## src/rtl/seq_divider.sv

```systemverilog
// Sequential radix-2 restoring divider: one quotient bit per clock, with
// optional two's-complement operands handled by sign/magnitude conversion.
module seq_divider #(
  parameter int WIDTH  = 8,
  parameter int SIGNED = 0
) (
  input  logic             clk,
  input  logic             rst_n,
  input  logic             start,
  input  logic [WIDTH-1:0] dividend,
  input  logic [WIDTH-1:0] divisor,
  output logic [WIDTH-1:0] quotient,
  output logic [WIDTH-1:0] remainder,
  output logic             busy,
  output logic             done,
  output logic             div_by_zero
);

  localparam int CW = $clog2(WIDTH + 1);

  localparam logic [1:0] S_IDLE = 2'd0;
  localparam logic [1:0] S_CALC = 2'd1;
  localparam logic [1:0] S_DONE = 2'd2;

  logic [1:0]       r_state;
  logic [CW-1:0]    r_cnt;
  logic [WIDTH-1:0] r_dvd;
  logic [WIDTH-1:0] r_dvs;
  logic [WIDTH:0]   r_rem;
  logic             r_neg_q;
  logic             r_neg_r;
  logic [WIDTH-1:0] r_quo;
  logic [WIDTH-1:0] r_rmd;
  logic             r_dbz;

  logic             w_accept;
  logic             w_dvd_neg;
  logic             w_dvs_neg;
  logic [WIDTH-1:0] w_dvd_mag;
  logic [WIDTH-1:0] w_dvs_mag;
  logic [WIDTH+1:0] w_shift;
  logic [WIDTH+1:0] w_diff;
  logic             w_qbit;
  logic [WIDTH:0]   w_rem_next;
  logic [WIDTH-1:0] w_quo_next;
  logic [WIDTH-1:0] w_q_final;
  logic [WIDTH-1:0] w_r_final;
  logic             w_last;

  assign w_accept  = start && (r_state != S_CALC);
  assign w_dvd_neg = (SIGNED != 0) && dividend[WIDTH-1];
  assign w_dvs_neg = (SIGNED != 0) && divisor[WIDTH-1];
  assign w_dvd_mag = w_dvd_neg ? -dividend : dividend;
  assign w_dvs_mag = w_dvs_neg ? -divisor  : divisor;

  // Dividend register doubles as the quotient shift register: its MSB feeds
  // the partial remainder while the new quotient bit enters at the LSB.
  assign w_shift    = {r_rem, r_dvd[WIDTH-1]};
  assign w_diff     = w_shift - {2'b00, r_dvs};
  assign w_qbit     = ~w_diff[WIDTH+1];
  assign w_rem_next = w_qbit ? w_diff[WIDTH:0] : w_shift[WIDTH:0];
  assign w_quo_next = {r_dvd[WIDTH-2:0], w_qbit};
  assign w_q_final  = r_neg_q ? -w_quo_next : w_quo_next;
  assign w_r_final  = r_neg_r ? -w_rem_next[WIDTH-1:0] : w_rem_next[WIDTH-1:0];
  assign w_last     = (r_cnt == CW'(WIDTH - 1));

  always_ff @(posedge clk or negedge rst_n) begin
    if (!rst_n) begin
      r_state <= S_IDLE;
      r_cnt   <= '0;
      r_dvd   <= '0;
      r_dvs   <= '0;
      r_rem   <= '0;
      r_neg_q <= 1'b0;
      r_neg_r <= 1'b0;
      r_quo   <= '0;
      r_rmd   <= '0;
      r_dbz   <= 1'b0;
    end else if (w_accept) begin
      r_cnt <= '0;
      if (divisor == '0) begin
        r_state <= S_DONE;
        r_quo   <= '0;
        r_rmd   <= '0;
        r_dbz   <= 1'b1;
      end else begin
        r_state <= S_CALC;
        r_dvd   <= w_dvd_mag;
        r_dvs   <= w_dvs_mag;
        r_rem   <= '0;
        r_neg_q <= w_dvd_neg ^ w_dvs_neg;
        r_neg_r <= w_dvd_neg;
        r_dbz   <= 1'b0;
      end
    end else if (r_state == S_CALC) begin
      r_rem <= w_rem_next;
      r_dvd <= w_quo_next;
      r_cnt <= r_cnt + CW'(1);
      if (w_last) begin
        r_state <= S_DONE;
        r_quo   <= w_q_final;
        r_rmd   <= w_r_final;
      end
    end else if (r_state == S_DONE) begin
      r_state <= S_IDLE;
    end
  end

  assign quotient    = r_quo;
  assign remainder   = r_rmd;
  assign div_by_zero = r_dbz;
  assign busy        = (r_state == S_CALC);
  assign done        = (r_state == S_DONE);

endmodule

```

## config.mk

```make
export PLATFORM = sky130hd
export DESIGN_NAME = seq_divider
export DESIGN_NICKNAME = d
export VERILOG_FILES = /design/src/rtl/seq_divider.sv
export SDC_FILE = /design/constraint.sdc
export NUM_CORES = 1
export LEC_CHECK = 0
export CAP_MARGIN = 40
export CORE_UTILIZATION = 54
export CTS_CLUSTER_DIAMETER = 40
export DETAILED_ROUTE_END_ITERATION = 7
export PLACE_DENSITY_LB_ADDON = 0.08
export REMOVE_ABC_BUFFERS = 1
export SETUP_SLACK_MARGIN = 0.2
export SLEW_MARGIN = 10
export SYNTH_ARGS = -nofsm -noshare
export SYNTH_HDL_FRONTEND = slang
export SYNTH_SLANG_ARGS = --single-unit
```

## constraint.sdc

```tcl
create_clock -name clk -period 2.6 [get_ports clk]
set_clock_uncertainty 0.15 [all_clocks]
set_input_delay 0.78 -clock clk [delete_from_list [all_inputs] [get_ports clk]]
set_output_delay 0.78 -clock clk [all_outputs]
set_load 0.005 [all_outputs]
```

==> summary.txt <==
Clock network
  – CTS sink cnt: 48
  – Max H-tree Level: 2
  – Clk root buf: clkbuf_8
  – Maximum buffer depth of the clock tree: 2
  – Clk Latency, worst-skew pair: 0.30 ns
  – CTS tree: yes
  – CTS buffer count: 5
  – Clk slew on worst S/H paths: 0.09 ns

Placement
  – Dpl hpwl: 4019 um
  – Inst Count DP: 345
  – Port bufs: 37
  – RD Place Congestion: 0.8360
  – Post-DP Area: 3082 um^2

Outcome
  – Status: complete, no violations

Hold path
  – HP Class: input port to asynchronous set/reset pin

Final layout
  – Share of cells above drive strength 1: 24.44%
  – # diodes: 0
  – Nets: 342
  – Layout area overhead: 36.65%
  – Final std cells w/o fill: 363
  – Final core occ: 77.47%
  – Commonest non-fill, non-tap cell in the layout: nand2_1
  – Most frequent cells in the layout: 50 x nand2_1, 48 x dfrtp_1, 34 x clkdlybuf4s50_1
  – Post-route cell area: 3420 um^2

Synthesis
  – Asr flop ratio synth: 100.0%
  – Register area share after synthesis: 48.00%
  – Cells after Synth: 242
  – Largest cells by area after synthesis: dfrtp_1 48%, nand2_1 7.5%, ha_1 6.0%, mux2i_1 5.6%, a22o_1 5.3%
  – Synth top area share: 48.00%
  – Count of cell types in the netlist: 43
  – Mapped cell area: 2502 um^2
  – Post-synth EDFFs: 0
  – Average size of a mapped cell: 10.34 um^2
  – Main synth FF type: dfrtp_1
  – Top cell type by total area after synthesis: dfrtp_1
  – Synth Register Bits: 48
  – Synth Warn #: 0

Power and ir drop
  – P per Cell Area: 1056 nW/um^2
  – Worst vdd ir: 0.0006542 V
  – Leakage power: 1.567 nW
  – Final Total Pwr: 0.003610 W

GRT
  – Gr usage total: 25.21%
  – Initial antenna violation count: 0
  – GRT Residual Overflow: 0
  – Vias in the first global route: 2076
  – Largest net degree at the start of global routing: 28
  – First-pass GRT wire length: 9632 um

Worst setup path
  – CP endpoint kind: flop
  – RR Endpoint: remainder[3]
  – Flop-to-flop setup slack: 0.18 ns
  – R2R depth: 9
  – Arrival @ worst endpoint: 2.46 ns
  – Critical Path Source: r_dvs[6]
  – FF-to-FF Start: r_dvs[6]
  – Startpoint class of the critical path: flop
  – Critical path class: flop to flop
  – Required time of the critical path: 2.64 ns
  – Crit path to: remainder[3]
  – CP max FO: 8

Timing
  – Final Max Slew Viols: 0
  – RSZ-0062 raised after global routing: yes
  – Final setup fails: 0
  – Final Cycle Share: 93.17%
  – Rel. slew slack: 63.67%
  – Final hold violation count: 0
  – Worst slew pin tran: 0.5450 ns
  – Fmax: 412.8 MHz
  – Tmin final: 2.422 ns

Floorplanning
  – Die Ht: 70.08 um
  – Core ar.: 4414 um^2
  – Boundary Pins: 38
  – FP Rows: 24
  – Die W: 70.08 um
  – Die ar.: 4911 um^2
  – Initial Util: 56.69%

Drt
  – Post-route ant nets: 0
  – Drt first pass iters: 4
  – Number of DRC markers in iteration 0: 81
  – Final WL: 5812 um
  – Vias: 2036
  – DR vias/cell: 5.609
  – DRC: 0
  – DR WL/cell: 16.01 um

Flow run
  – Max Cap Viol: 0
## synthesized netlist by cell type, types with 2 or more instances
cell type,instances
clkbuf_1,7
inv_1,13
nor2b_1,5
nor2_1,5
a21oi_1,4
a2bb2oi_1,2
xnor2_1,6
mux2i_1,14
a22o_1,15
mux2_2,5
nand2_1,50
o21ai_1,2
a31oi_1,2
and2_1,2
dfrtp_1,48
o221ai_1,2
ha_1,12
o21ai_0,19
o21a_1,3
nor4_1,2
a21o_1,2
## repair_timing
item | in CTS | in global routing
resized for setup | 11 | 24
endpoints found under the setup margin | 15 | 26
pin swaps | 2 | 6
hold buffers | 0 | 0
setup buffers | 4 | 6
## worst min path at each step
stage                     start      endpoint  cells past startpoint
detailed placement  quotient[0]   quotient[0]                      2
finish                    rst_n  remainder[7]                      1
global route              rst_n  remainder[4]                      1
CTS                       rst_n  remainder[7]                      1
floorplan              r_dvs[2]      r_dvs[2]                      2
global placement    quotient[0]   quotient[0]                      2
## final cells by class
class                      count  area [um^2]
sequential                    48         1201
multi-input combinational    171         1359
clock inverter                 2        35.03
timing repair buffer          71        638.1
inverter                      13        48.80
fill                         294        994.7
tap                           52        65.06
clock buffer                   6        72.57
## per-layer routing
layer	wire length (um)	track usage (%)
met1	2674	32.72
met2	2812	41.45
met3	253	5.339
met4	71	9.778
met5	0	0
## state kept, by name (all words and copies together), names as in the netlist
name         cells
r_rem            9
remainder        8
r_dvd            8
div_by_zero      1
r_state          2
r_cnt            4
quotient         8
r_dvs            8
## report_power, final
| part | total [W] | leakage, nW | internal, W | switching, W |
|---|---|---|---|---|
| clock network | 0.000530 | 0.0552 | 0.000286 | 0.000245 |
| registers | 0.00111 | 0.600 | 0.000953 | 0.000159 |
| logic | 0.00197 | 0.912 | 0.00104 | 0.000930 |
| total | 0.00361 | 1.57 | 0.00228 | 0.00133 |
## logic make-up (layout without fill, tap and decap cells)
logic type	count (synthesis)	in the layout	share of synthesized area, %
adders and majority gates	13	13	6.800
xor gates and xnor gates	7	7	2.450
muxes	19	19	7.850
buffers and inverters	23	92	3.800
DFF	48	48	48.00
AOI/OAI and AO/OA	60	60	17.75
and+or+nand+nor	72	72	13.35
## critical path: stages, from the launching register on
cell and delay [ns]:
dfrtp_1 0.41, inv_2 0.09, ha_4 0.21, a21o_4 0.23
a211oi_4 0.29, nor2b_2 0.09, a221oi_4 0.19, buf_6 0.17
mux2_4 0.31, a22o_1 0.18
## through the flow
step / hold WS, ns / worst slack, ns / TNS (ns)
finish: 0.2996 / 0.1775 / 0
global route: 0.3351 / 0.1088 / 0
CTS: 0.3212 / 0.2063 / 0
detailed placement: 0.3114 / -0.04497 / -0.3884
global placement: 0.3093 / -0.02192 / -0.05300
floorplan: 0.2957 / -0.4395 / -10.10
Note: power is estimated with default switching activity, not from simulation.
